`src/rtl/rc_stim_pkg.sv`:
```
// rc_stim_pkg: shared state encoding, default fixed-point format and a real-to-code helper.
package rc_stim_pkg;

    localparam int DEF_WIDTH = 16;
    localparam int DEF_EXP   = -12;
    localparam int DEF_CNT_W = 16;

    typedef enum logic [1:0] {IDLE, HIGH, LOW, DONE} state_t;

    function automatic longint to_fixed(input real x, input int exp);
        return longint'(x * (2.0 ** real'(-exp)));
    endfunction

endpackage

```
`src/rtl/rc_stim_slew.sv`:
```
// rc_stim_slew: registered slew limiter moving v_out toward target by at most slew per cycle.
module rc_stim_slew #(
    parameter int WIDTH = 16
) (
    input  logic             clk,
    input  logic             rst,
    input  logic [WIDTH-1:0] target,
    input  logic [WIDTH-1:0] slew,
    output logic [WIDTH-1:0] v_out
);

    logic signed [WIDTH:0] diff, lim, step;

    // One extra bit keeps the full-swing difference exact; the clamped step never overshoots target.
    always_comb begin
        diff = {target[WIDTH-1], target} - {v_out[WIDTH-1], v_out};
        lim  = {1'b0, slew};
        step = slew == '0 ? diff : diff > lim ? lim : diff < -lim ? -lim : diff;
    end

    always_ff @(posedge clk) begin
        if (rst) v_out <= '0;
        else     v_out <= v_out + step[WIDTH-1:0];
    end

endmodule

```
`src/rtl/rc_stim_pulse_gen.sv`:
```
// rc_stim_pulse_gen: start/busy/done pulse-train sequencer feeding a slew-limited fixed-point v_out.
module rc_stim_pulse_gen
    import rc_stim_pkg::*;
#(
    parameter int WIDTH = DEF_WIDTH,
    parameter int EXP   = DEF_EXP,
    parameter int CNT_W = DEF_CNT_W
) (
    input  logic             clk,
    input  logic             rst,
    input  logic             start,
    input  logic             abort,
    input  logic [WIDTH-1:0] lvl_hi,
    input  logic [WIDTH-1:0] lvl_lo,
    input  logic [CNT_W-1:0] t_high,
    input  logic [CNT_W-1:0] t_low,
    input  logic [CNT_W-1:0] n_pulses,
    input  logic [WIDTH-1:0] slew,
    output logic [WIDTH-1:0] v_out,
    output logic             busy,
    output logic             done,
    output logic [CNT_W-1:0] pulse_idx
);

    if (EXP >= WIDTH) begin : g_exp_chk
        $error("EXP leaves no representable range for WIDTH");
    end

    state_t state, state_n;
    logic [WIDTH-1:0] hi_q, lo_q, slew_q, target, target_n;
    logic [CNT_W-1:0] th_q, tl_q, n_q, cnt, cnt_n, idx_n;
    logic accept;

    // Phase counter counts down to zero, so a zero duration still lasts one cycle.
    function automatic logic [CNT_W-1:0] last(input logic [CNT_W-1:0] t);
        return t == '0 ? '0 : t - CNT_W'(1);
    endfunction

    assign accept = state == IDLE && start && !abort;

    always_comb begin
        state_n  = state;
        target_n = target;
        cnt_n    = cnt - CNT_W'(1);
        idx_n    = pulse_idx;
        case (state)
            IDLE: if (accept) begin
                state_n  = n_pulses == '0 ? DONE : HIGH;
                target_n = n_pulses == '0 ? lvl_lo : lvl_hi;
                cnt_n    = last(t_high);
                idx_n    = '0;
            end
            HIGH: if (cnt == '0) begin
                state_n  = LOW;
                target_n = lo_q;
                cnt_n    = last(tl_q);
            end
            LOW: if (cnt == '0) begin
                idx_n    = pulse_idx + CNT_W'(1);
                state_n  = idx_n == n_q ? DONE : HIGH;
                target_n = idx_n == n_q ? lo_q : hi_q;
                cnt_n    = last(th_q);
            end
            default: state_n = IDLE;
        endcase
        if (abort && state != IDLE) begin
            state_n  = IDLE;
            target_n = lo_q;
            idx_n    = pulse_idx;
        end
    end

    always_ff @(posedge clk) begin
        if (rst) begin
            state     <= IDLE;
            target    <= '0;
            cnt       <= '0;
            pulse_idx <= '0;
            busy      <= 1'b0;
            done      <= 1'b0;
            hi_q      <= '0;
            lo_q      <= '0;
            slew_q    <= '0;
            th_q      <= '0;
            tl_q      <= '0;
            n_q       <= '0;
        end else begin
            state     <= state_n;
            target    <= target_n;
            cnt       <= cnt_n;
            pulse_idx <= idx_n;
            busy      <= state_n == HIGH || state_n == LOW;
            done      <= state_n == DONE;
            if (accept) begin
                hi_q   <= lvl_hi;
                lo_q   <= lvl_lo;
                slew_q <= slew;
                th_q   <= t_high;
                tl_q   <= t_low;
                n_q    <= n_pulses;
            end
        end
    end

    rc_stim_slew #(.WIDTH(WIDTH)) u_slew (
        .clk    (clk),
        .rst    (rst),
        .target (target),
        .slew   (slew_q),
        .v_out  (v_out)
    );

endmodule

```
`config.mk`:
```
export PLATFORM = sky130hd
export DESIGN_NAME = rc_stim_pulse_gen
export DESIGN_NICKNAME = d
export VERILOG_FILES = /design/src/rtl/rc_stim_pkg.sv /design/src/rtl/rc_stim_slew.sv /design/src/rtl/rc_stim_pulse_gen.sv
export SDC_FILE = /design/constraint.sdc
export NUM_CORES = 1
export LEC_CHECK = 0
export CORE_ASPECT_RATIO = 1.2
export CORE_MARGIN = 5
export CORE_UTILIZATION = 42
export DETAILED_ROUTE_END_ITERATION = 12
export SLEW_MARGIN = 20
export SYNTH_ARGS = -nofsm -noshare
export SYNTH_HDL_FRONTEND = slang
export SYNTH_SLANG_ARGS = --single-unit
```
`constraint.sdc`:
```
create_clock -name clk -period 8.6 [get_ports clk]
set_input_delay 1.29 -clock clk [delete_from_list [all_inputs] [get_ports clk]]
set_output_delay 1.29 -clock clk [all_outputs]
set_load 0.03 [all_outputs]
```
=== Word-level counts from Yosys, hierarchy flattened ===
Cells that the tools add are included.

* Input port bits: 100
* Flip-flop bits (word level): 164
* Logic and storage cells: 79
* Output and inout bits: 34

* Reduce and logical (&&, ||, !) cells: 17
* Order comparisons: 2
* Equal/unequal tests: 11
* Bitwise operators: 1
* Add/sub/neg operators: 8
* Mux-type cells: 27

{| class="wikitable"
|+ Operators with widths
! cell !! count
|-
| 16-bit two-way mux || 17
|-
| 16-bit logical NOT || 6
|-
| 16-bit case mux with 3 select lines || 2
|-
| 16-bit by 1-bit subtractor with 16-bit output (second input constant) || 4
|-
| 16-bit case mux with 2 select lines || 1
|-
| 17-bit greater-than comparator || 1
|-
| 17-bit < comparator || 1
|-
| 16-bit negator with 17-bit output || 1
|-
| 16-bit by 16-bit subtractor with 17-bit output || 1
|-
| 16-bit by 1-bit adder with 16-bit output (second input constant) || 1
|-
| 16-bit adder || 1
|-
| 16-bit equality test || 1
|-
| 2-bit two-way mux || 6
|-
| 4-bit AND reduction || 2
|-
| 2-bit equality test (second input constant) || 3
|-
| 3-bit != test (second input constant) || 2
|-
| 2-bit case mux with 3 select lines || 1
|-
| 2-bit by 1-bit equality test with 1-bit output (second input constant) || 2
|-
| 2-bit != test (second input constant) || 2
|-
| 2-bit nonzero test || 2
|-
| 4-bit nonzero test || 1
|-
| 1-bit logical AND || 3
|-
| 3-bit by 2-bit != test with 1-bit output (second input constant) || 1
|-
| 2-bit logical NOT || 1
|-
| 3 further kinds || 3
|}

=== Longest topological paths before layout ===
Gate-level depths: netlist (run 1).

* Word-level depth: 8
* Gate-level depth with buffers: 32
* Gate-level depth less buffers: 32

=== Modules after synthesis ===
A second synthesis (run 1) with hierarchy kept.

* Cells, all modules: 1588
* Area total of the unflattened synthesis: 11937.7 um^2

{| class="wikitable"
|+ By module, submodules not included
! module !! cells each !! area an instance (um^2) !! times used !! sequential area each (um^2)
|-
| rc_stim_pulse_gen || 1155 || 8692.1 || 1 || 2962.8
|-
| rc_stim_slew || 433 || 3245.6 || 1 || 320.3
|}

=== Least setup slack after synthesis (run 1) ===
No wires, ideal clock.

* Path kind: register to register
* From: register u_slew.v_out[1]
* To: register u_slew.v_out[14]
* Setup time: 115 ps
* Required time: 8485 ps
* Cell stages (with the launch flop): 31
* Data arrival time: 6448 ps
* Path slack: 2037 ps
* Buffers on the path: 1
* Cell sequence: dfxtp_1 > inv_1 > ha_1 > nor2b_1 > o31a_1 > o21ai_0 > a21oi_1 > a2111oi_0 > o21bai_1 > xnor2_1 > inv_1 > ha_1 > nand4_1 > or2_2 > o32ai_2 > or2_2 > buf_2 > nor2_1 > a22oi_1 > o22ai_1 > fa_1 > a21o_1 > a21o_1 > a21oi_1 > o21ai_0 > a31oi_1 > o21bai_1 > a2111oi_0 > o31ai_1 > xor2_1 > and2_1

* Cells in the longest elaborated chain, start to end: 6

{| class="wikitable"
|+ RTL lines
! item !! line !! text
|-
| start: declaration || rc_stim_slew.sv:9 || <nowiki>output logic [WIDTH-1:0] v_out</nowiki>
|-
| start signal: assignment || rc_stim_slew.sv:23 || <nowiki>else v_out <= v_out + step[WIDTH-1:0];</nowiki>
|-
| 16-bit by 16-bit subtractor with 17-bit output || rc_stim_slew.sv:16 || <nowiki>diff = {target[WIDTH-1], target} - {v_out[WIDTH-1], v_out};</nowiki>
|-
| 17-bit < comparator || rc_stim_slew.sv:18 || <nowiki>step = slew == '0 ? diff : diff > lim ? lim : diff < -lim ? -lim : diff;</nowiki>
|-
| 16-bit two-way mux (3 in a row) || rc_stim_slew.sv:18 ||
|-
| 16-bit adder (*) || rc_stim_slew.sv:23 ||
|}

Every way passes the cells marked *; elsewhere a longest branch is shown, timed or not.
A chain may end at the register's enable or synchronous reset.

=== Worst setup path after layout (run 1) ===
* From: register target[0]
* To: register u_slew.v_out[14]

* Cells in the longest elaborated chain, start to end: 6

{| class="wikitable"
|+ RTL lines
! item !! line !! text
|-
| start: declaration || rc_stim_pulse_gen.sv:30 || <nowiki>logic [WIDTH-1:0] hi_q, lo_q, slew_q, target, target_n;</nowiki>
|-
| start signal: assignment || rc_stim_pulse_gen.sv:89 || <nowiki>target <= target_n;</nowiki>
|-
| 16-bit by 16-bit subtractor with 17-bit output (*) || rc_stim_slew.sv:16 ||
|-
| 17-bit < comparator || rc_stim_slew.sv:18 ||
|-
| 16-bit two-way mux (2 in a row) || rc_stim_slew.sv:18 ||
|-
| 16-bit two-way mux (*) || rc_stim_slew.sv:18 ||
|-
| 16-bit adder (*) || rc_stim_slew.sv:23 ||
|}

Marks and branches as above.

==> flow_summary.json, run 1 <==
{
  "tritoncts.num_buffers": 17,
  "critical_path.startpoint_type": "register",
  "cp_max_fo": 11,
  "antenna_cells_inserted": 0,
  "power-per-cell-area_nw_per_um2": 325,
  "hpwl_mm": 25.0,
  "synth_edf_count": 0,
  "timing.setup.tns_ps": 0,
  "die_width_um": 159,
  "tritoncts": "built",
  "grt_pass1_vias": 10613,
  "gpl.final_weighted_congestion": 0.932,
  "register_area_um2": 3280,
  "dr.first_iter.drc_count": 669,
  "net_count_after_synthesis": 1699,
  "synth_seq_cells": 164,
  "final.fill_count": 2644,
  "core_region_area_um2": 26400,
  "drv_slew": 0,
  "dp_worst_setup_slack_ps": 1220,
  "synth.yosys.seq_area_share": 0.292,
  "path_clk_slew_ps": 60,
  "critPathKind": "register to register",
  "grt_pass1_wl_mm": 54.2,
  "post_drt_via_cell_ratio": 5.52,
  "tightestPinTransition_ps": 1070,
  "synth_cell_types": 68,
  "timing.reg2reg.setup_slack_ps": 1150,
  "average_instance_area_after_synthesis_um2": 7.39,
  "ir_drop_v": 0.000156,
  "grt_setup_unrepaired": "false",
  "post-cts-setup-buffer-count": 0,
  "grt_start_max_net_pins": 100,
  "fraction_of_layout_instances_using_a_drive_strength_above_1": 0.0562,
  "mostFrequentLayoutCell": "sky130_fd_sc_hd__nand2_1",
  "drtPass1Iterations": 4,
  "ys_warn_count": 0,
  "drc": 0,
  "clock_sink_count": 164,
  "timing.critical_path.to_type": "register",
  "nNetsFinal": 1785,
  "hold_class": "register to register",
  "fin_skew_ps": 11.6,
  "netlist_area_um2": 11200,
  "cell_with_the_largest_stage_delay_on_the_worst_path": "sky130_fd_sc_hd__a2111oi_0",
  "cp-startpoint": "target[0]",
  "crit_required_ps": 8930,
  "port_buffers": 133,
  "finalSetupViolations": 0,
  "power.static_leakage_nw": 5.14,
  "htreeDepth": 4,
  "antenna_violating_nets_left": 0,
  "max_freq_mhz": 134,
  "cts_buffer_depth": 2,
  "ctsHoldBuffers": 0,
  "cts_root_buf": "sky130_fd_sc_hd__clkbuf_16",
  "dieHeight_um": 189,
  "timing.final.hold_violations": 0,
  "drv.max_cap_violation_count": 0,
  "grt_overflow": 0,
  "finalWorstPathRequiredPeriod_ps": 7450,
  "grt_usage": 0.217,
  "hold_path.startpoint": "hi_q[13]",
  "outcome": "complete, no violations",
  "post_dp_cell_area_um2": 12800,
  "area.growth.synth_to_final_pct": 19.5,
  "rows": 65,
  "detailroute.via_count": 10793,
  "boundaryPins": 134,
  "cts_resized": 0,
  "ys_async_sr_fraction": 0,
  "critPathArrivalTime_ps": 7770,
  "cells_after_synth": 1520,
  "final.period_utilization": 0.866,
  "critPathMaxStageDelay_ps": 840,
  "routed_wire_length_per_instance_um": 16.9,
  "leading_cell_types_in_the_layout_fill_and_taps_excluded": "sky130_fd_sc_hd__nand2_1, sky130_fd_sc_hd__a21oi_1, sky130_fd_sc_hd__dfxtp_1, sky130_fd_sc_hd__clkdlybuf4s50_1, sky130_fd_sc_hd__nor2_1",
  "critical_path.reg2reg.startpoint": "target[0]",
  "clk_latency_ps": 430,
  "multi_input_comb_area_um2": 7340,
  "initial_utilization": 0.426,
  "grt_antenna_before_repair": 0,
  "floorplan.die_area_um2": 30100,
  "setup_ws_ps": 1150,
  "layout.cell_area.non_filler_um2": 13400,
  "slew-limit-headroom": 0.284,
  "drt_wl_total_mm": 33.1,
  "synthFlopType": "sky130_fd_sc_hd__dfxtp_1"
}
## cell type report
cell class | instances | area share
Clock buffer | 19 | 0.0330
Sequential cell | 164 | 0.245
Clock inverter | 13 | 0.0133
Tap cell | 335 | 0.0312
Inverter | 89 | 0.0249
Timing Repair Buffer | 144 | 0.106
Multi-Input combinational cell | 1190 | 0.547
## metal layers
metal | vias to the layer above | global-route usage | routed length, µm
met2 | 206 | 0.382 | 16400
li1 | 5479 | - | -
met1 | 5054 | 0.268 | 14600
met5 | - | 0 | 0
met4 | 0 | 0.0807 | 981
met3 | 54 | 0.0314 | 1060
## cell usage after synthesis (5+ instances only)
master	n	share of area
sky130_fd_sc_hd__nand2_1	290	0.097
sky130_fd_sc_hd__a21oi_1	180	0.080
sky130_fd_sc_hd__dfxtp_1	164	0.29
sky130_fd_sc_hd__nor2_1	114	0.038
sky130_fd_sc_hd__inv_1	88	0.029
sky130_fd_sc_hd__ha_1	77	0.086
sky130_fd_sc_hd__xnor2_1	67	0.052
sky130_fd_sc_hd__clkbuf_1	62	0.021
sky130_fd_sc_hd__nor3_1	42	0.019
sky130_fd_sc_hd__o21ai_0	40	0.018
sky130_fd_sc_hd__xor2_1	39	0.030
sky130_fd_sc_hd__a22oi_1	30	0.020
sky130_fd_sc_hd__o211ai_1	21	0.014
sky130_fd_sc_hd__o22ai_1	20	0.011
sky130_fd_sc_hd__o221ai_1	19	0.015
sky130_fd_sc_hd__nand3_1	17	0.0076
sky130_fd_sc_hd__nor2b_1	17	0.0095
sky130_fd_sc_hd__a21o_1	16	0.011
sky130_fd_sc_hd__mux2_2	16	0.016
sky130_fd_sc_hd__nor4_1	16	0.0089
sky130_fd_sc_hd__or2_2	12	0.0067
sky130_fd_sc_hd__nand2b_1	11	0.0061
sky130_fd_sc_hd__o21a_1	11	0.0073
sky130_fd_sc_hd__or3_1	11	0.0061
sky130_fd_sc_hd__nand4_1	10	0.0056
sky130_fd_sc_hd__and3_1	9	0.0050
sky130_fd_sc_hd__and2_1	8	0.0045
sky130_fd_sc_hd__buf_2	8	0.0036
sky130_fd_sc_hd__or4_1	8	0.0053
sky130_fd_sc_hd__buf_1	7	0.0023
sky130_fd_sc_hd__o31ai_1	7	0.0047
sky130_fd_sc_hd__a2111oi_0	6	0.0047
sky130_fd_sc_hd__a211oi_1	6	0.0040
sky130_fd_sc_hd__and4_1	6	0.0047
sky130_fd_sc_hd__nand3b_1	6	0.0040
sky130_fd_sc_hd__o21bai_1	6	0.0040
sky130_fd_sc_hd__a31oi_1	5	0.0028
## path summary, 6_finish.rpt
check	endpoint	cells after the start
setup / recovery	u_slew.v_out[14]	28
hold / removal	hi_q[13]	2
setup reg to reg	u_slew.v_out[14]	28
hold reg to reg	hi_q[13]	2
## cells by family (layout without fill, tap and decap cells)
| group | count (synthesis) | after routing | share of synthesized area |
|---|---|---|---|
| mux | 19 | 19 | 0.0187 |
| fa+ha+maj | 80 | 80 | 0.0902 |
| xor+xnor | 106 | 106 | 0.0826 |
| compound gates | 392 | 392 | 0.219 |
| buf+inv | 166 | 265 | 0.0563 |
| simple gates | 593 | 593 | 0.241 |
| flops | 164 | 164 | 0.292 |
## where the power goes
part           switching, mW  total [mW]  internal [mW]
Sequential            0.0867       0.942          0.856
Combinational           1.52        2.60           1.08
Clock                  0.324       0.817          0.494
## registers in the layout (all words and copies together) (netlist names)
signal / flops
cnt: 16
hi_q: 16
lo_q: 16
n_q: 16
pulse_idx: 16
slew_q: 16
target: 16
th_q: 16
tl_q: 16
u_slew.v_out: 16
state: 2
busy: 1
done: 1
## worst max-delay path: cells and delay by family, from the launching register on
kind,cells,cell delay [ps]
AOI/OAI and AO/OA,15,4120
adders and majority gates,4,1400
buffers and inverters,2,260
and+or+nand+nor,6,1070
xor gates and xnor gates,1,160
DFF,1,330
## metrics by stage
step	utilization	cells	power, mW	hold slack, ps
after global routing	0.509	1954	4.73	479
after floorplan	-	1520	2.84	436
after global placement	0.484	1920	3.52	444
after detailed placement	0.484	1920	3.54	449
final	0.509	1954	4.36	455
after CTS	0.508	1952	4.37	458
No activity file was read; power rests on OpenSTA's default activity.
==> run 2, diff against run 1 <==
--- a/config.mk
+++ b/config.mk
@@ -9,6 +9,7 @@
 export CORE_MARGIN = 5
 export CORE_UTILIZATION = 42
 export DETAILED_ROUTE_END_ITERATION = 12
+export GPL_TIMING_DRIVEN = 0
 export SLEW_MARGIN = 20
 export SYNTH_ARGS = -nofsm -noshare
 export SYNTH_HDL_FRONTEND = slang
==> flow_summary.json, run 2 (synthesis results as in run 1) <==
{
  "final.period_utilization": 0.901,
  "port_buffers": 133,
  "crit_top_cell": "sky130_fd_sc_hd__a21oi_1",
  "drt_wl_total_mm": 35.2,
  "slew-limit-headroom": 0.391,
  "post-layout-total-power_mw": 4.31,
  "cp_max_fo": 10,
  "detailroute.via_count": 11096,
  "routed_wire_length_per_instance_um": 17.4,
  "grt_pass1_wl_mm": 56.0,
  "critical_path.startpoint_type": "register",
  "hold_path.startpoint": "hi_q[10]",
  "clk_latency_ps": 450,
  "dominant_delay_contributor_by_cell_family_on_the_critical_path": "compound AO/OA/AOI/OAI gates",
  "drtPass1Iterations": 5,
  "crit_required_ps": 8920,
  "grt_setup_unrepaired": "false",
  "critical_path.reg2reg.startpoint": "u_slew.v_out[2]",
  "cts_resized": 0,
  "die_width_um": 159,
  "drc": 0,
  "grt_antenna_before_repair": 0,
  "fraction_of_layout_instances_using_a_drive_strength_above_1": 0.0504,
  "crit_buf_inv": 2,
  "timing.reg2reg.setup_slack_ps": 850,
  "floorplan.die_area_um2": 30100,
  "dieHeight_um": 189,
  "hpwl_mm": 27.8,
  "tightestPinTransition_ps": 906,
  "cts_root_buf": "sky130_fd_sc_hd__clkbuf_16",
  "min_delay_path_depth": 2,
  "tritoncts": "built",
  "critPathMaxStageDelay_ps": 650,
  "post-cts-setup-buffer-count": 0,
  "fin_hold_ws_ps": 459,
  "max_freq_mhz": 129,
  "power-per-cell-area_nw_per_um2": 317,
  "dp_worst_setup_slack_ps": 863,
  "timing.setup.tns_ps": 0,
  "gpl.final_weighted_congestion": 0.909,
  "grt_start_max_net_pins": 17,
  "fin_skew_ps": 19.1,
  "critPathKind": "register to register",
  "hold_class": "register to register",
  "grt_pass1_vias": 10679,
  "grt_usage": 0.227,
  "final.fill_count": 2680,
  "nNetsFinal": 1851,
  "dr.first_iter.drc_count": 633,
  "area.growth.synth_to_final_pct": 20.8,
  "path_clk_slew_ps": 70,
  "grt_overflow": 0,
  "regToRegEndpoint": "u_slew.v_out[14]",
  "post_drt_via_cell_ratio": 5.49,
  "leading_cell_types_in_the_layout_fill_and_taps_excluded": "sky130_fd_sc_hd__nand2_1, sky130_fd_sc_hd__a21oi_1, sky130_fd_sc_hd__dfxtp_1, sky130_fd_sc_hd__clkdlybuf4s50_1, sky130_fd_sc_hd__nor2_1",
  "ff2ff_path_depth": 31,
  "timing.final.hold_violations": 0,
  "tritoncts.num_buffers": 17,
  "antenna_violating_nets_left": 0,
  "drv_slew": 0,
  "cell_with_the_largest_stage_delay_on_the_worst_path": "sky130_fd_sc_hd__a2111oi_0",
  "setup_ws_ps": 848,
  "clock_sink_count": 164,
  "boundaryPins": 134,
  "antenna_cells_inserted": 0,
  "mostFrequentLayoutCell": "sky130_fd_sc_hd__nand2_1",
  "power.static_leakage_nw": 5.19,
  "cts_buffer_depth": 2,
  "outcome": "complete, no violations",
  "initial_utilization": 0.426,
  "finalWorstPathRequiredPeriod_ps": 7750,
  "critPathArrivalTime_ps": 8080,
  "timing.critical_path.to_type": "register",
  "ctsHoldBuffers": 0,
  "core_region_area_um2": 26400,
  "finalSetupViolations": 0,
  "hold_path_end": "hi_q[10]",
  "drv.max_cap_violation_count": 0,
  "ir_drop_v": 0.000159,
  "rows": 65,
  "htreeDepth": 4
}
[run 2: power breakdown]
group	internal, mW	switching, mW	total [mW]
clock	0.427	0.369	0.795
sequential	0.855	0.0926	0.948
combinational	1.07	1.50	2.57
[run 2: worst reg2reg max path: cells and delay by family (launching register included)]
kind,cells,cell delay [ps]
DFF,1,420
buffers and inverters,2,300
and+or+nand+nor,6,790
AOI/OAI and AO/OA,17,4170
adders and majority gates,4,1520
xor gates and xnor gates,2,450
[run 2: how the worst max path moves through the flow]
| stage | start | to | slack (ps) | cells after the start |
|---|---|---|---|---|
| 6_report | u_slew.v_out[2] | u_slew.v_out[14] | 850 | 31 |
| 5_1_grt | slew_q[0] | u_slew.v_out[14] | 60 | 29 |
| 4_1_cts | u_slew.v_out[2] | u_slew.v_out[14] | 810 | 31 |
| 3_5_place_dp | u_slew.v_out[2] | u_slew.v_out[14] | 860 | 31 |
| 3_3_place_gp | u_slew.v_out[1] | u_slew.v_out[14] | 880 | 30 |
| 2_1_floorplan | u_slew.v_out[1] | u_slew.v_out[14] | 2040 | 30 |
[run 2: layer usage]
layer  GRT usage  share of wire  vias up
li1            -              -     5624
met1       0.282           0.44     5163
met2       0.406           0.50      254
met3      0.0307          0.039       55
met4      0.0702          0.024        0
met5           0              0        -
[run 2: area by class of cell]
type / count / area (µm²) / area share
Tap cell: 335 / 419 / 0.0309
Inverter: 89 / 334 / 0.0246
Buffer: 77 / 299 / 0.0220
Timing Repair Buffer: 133 / 1330 / 0.0980
Sequential cell: 164 / 3280 / 0.242
Clock buffer: 19 / 453 / 0.0334
Multi-Input combinational cell: 1190 / 7320 / 0.539
Clock inverter: 13 / 139 / 0.0102
[run 2: metrics by stage]
step | std cells | utilization | cell area (µm²)
after floorplan | 1520 | - | 11200
after global placement | 1988 | 0.493 | 13000
after detailed placement | 1988 | 0.493 | 13000
after CTS | 2020 | 0.515 | 13600
after global routing | 2020 | 0.515 | 13600
final | 2020 | 0.515 | 13600
==> run 3, diff against run 2 <==
--- a/config.mk
+++ b/config.mk
@@ -10,7 +10,7 @@
 export CORE_UTILIZATION = 42
 export DETAILED_ROUTE_END_ITERATION = 12
 export GPL_TIMING_DRIVEN = 0
-export SLEW_MARGIN = 20
+export SKIP_CTS_REPAIR_TIMING = 1
 export SYNTH_ARGS = -nofsm -noshare
 export SYNTH_HDL_FRONTEND = slang
 export SYNTH_SLANG_ARGS = --single-unit
==> results of run 3 <==
No change in the layout: final DEF, timing and power equal those of run 2.
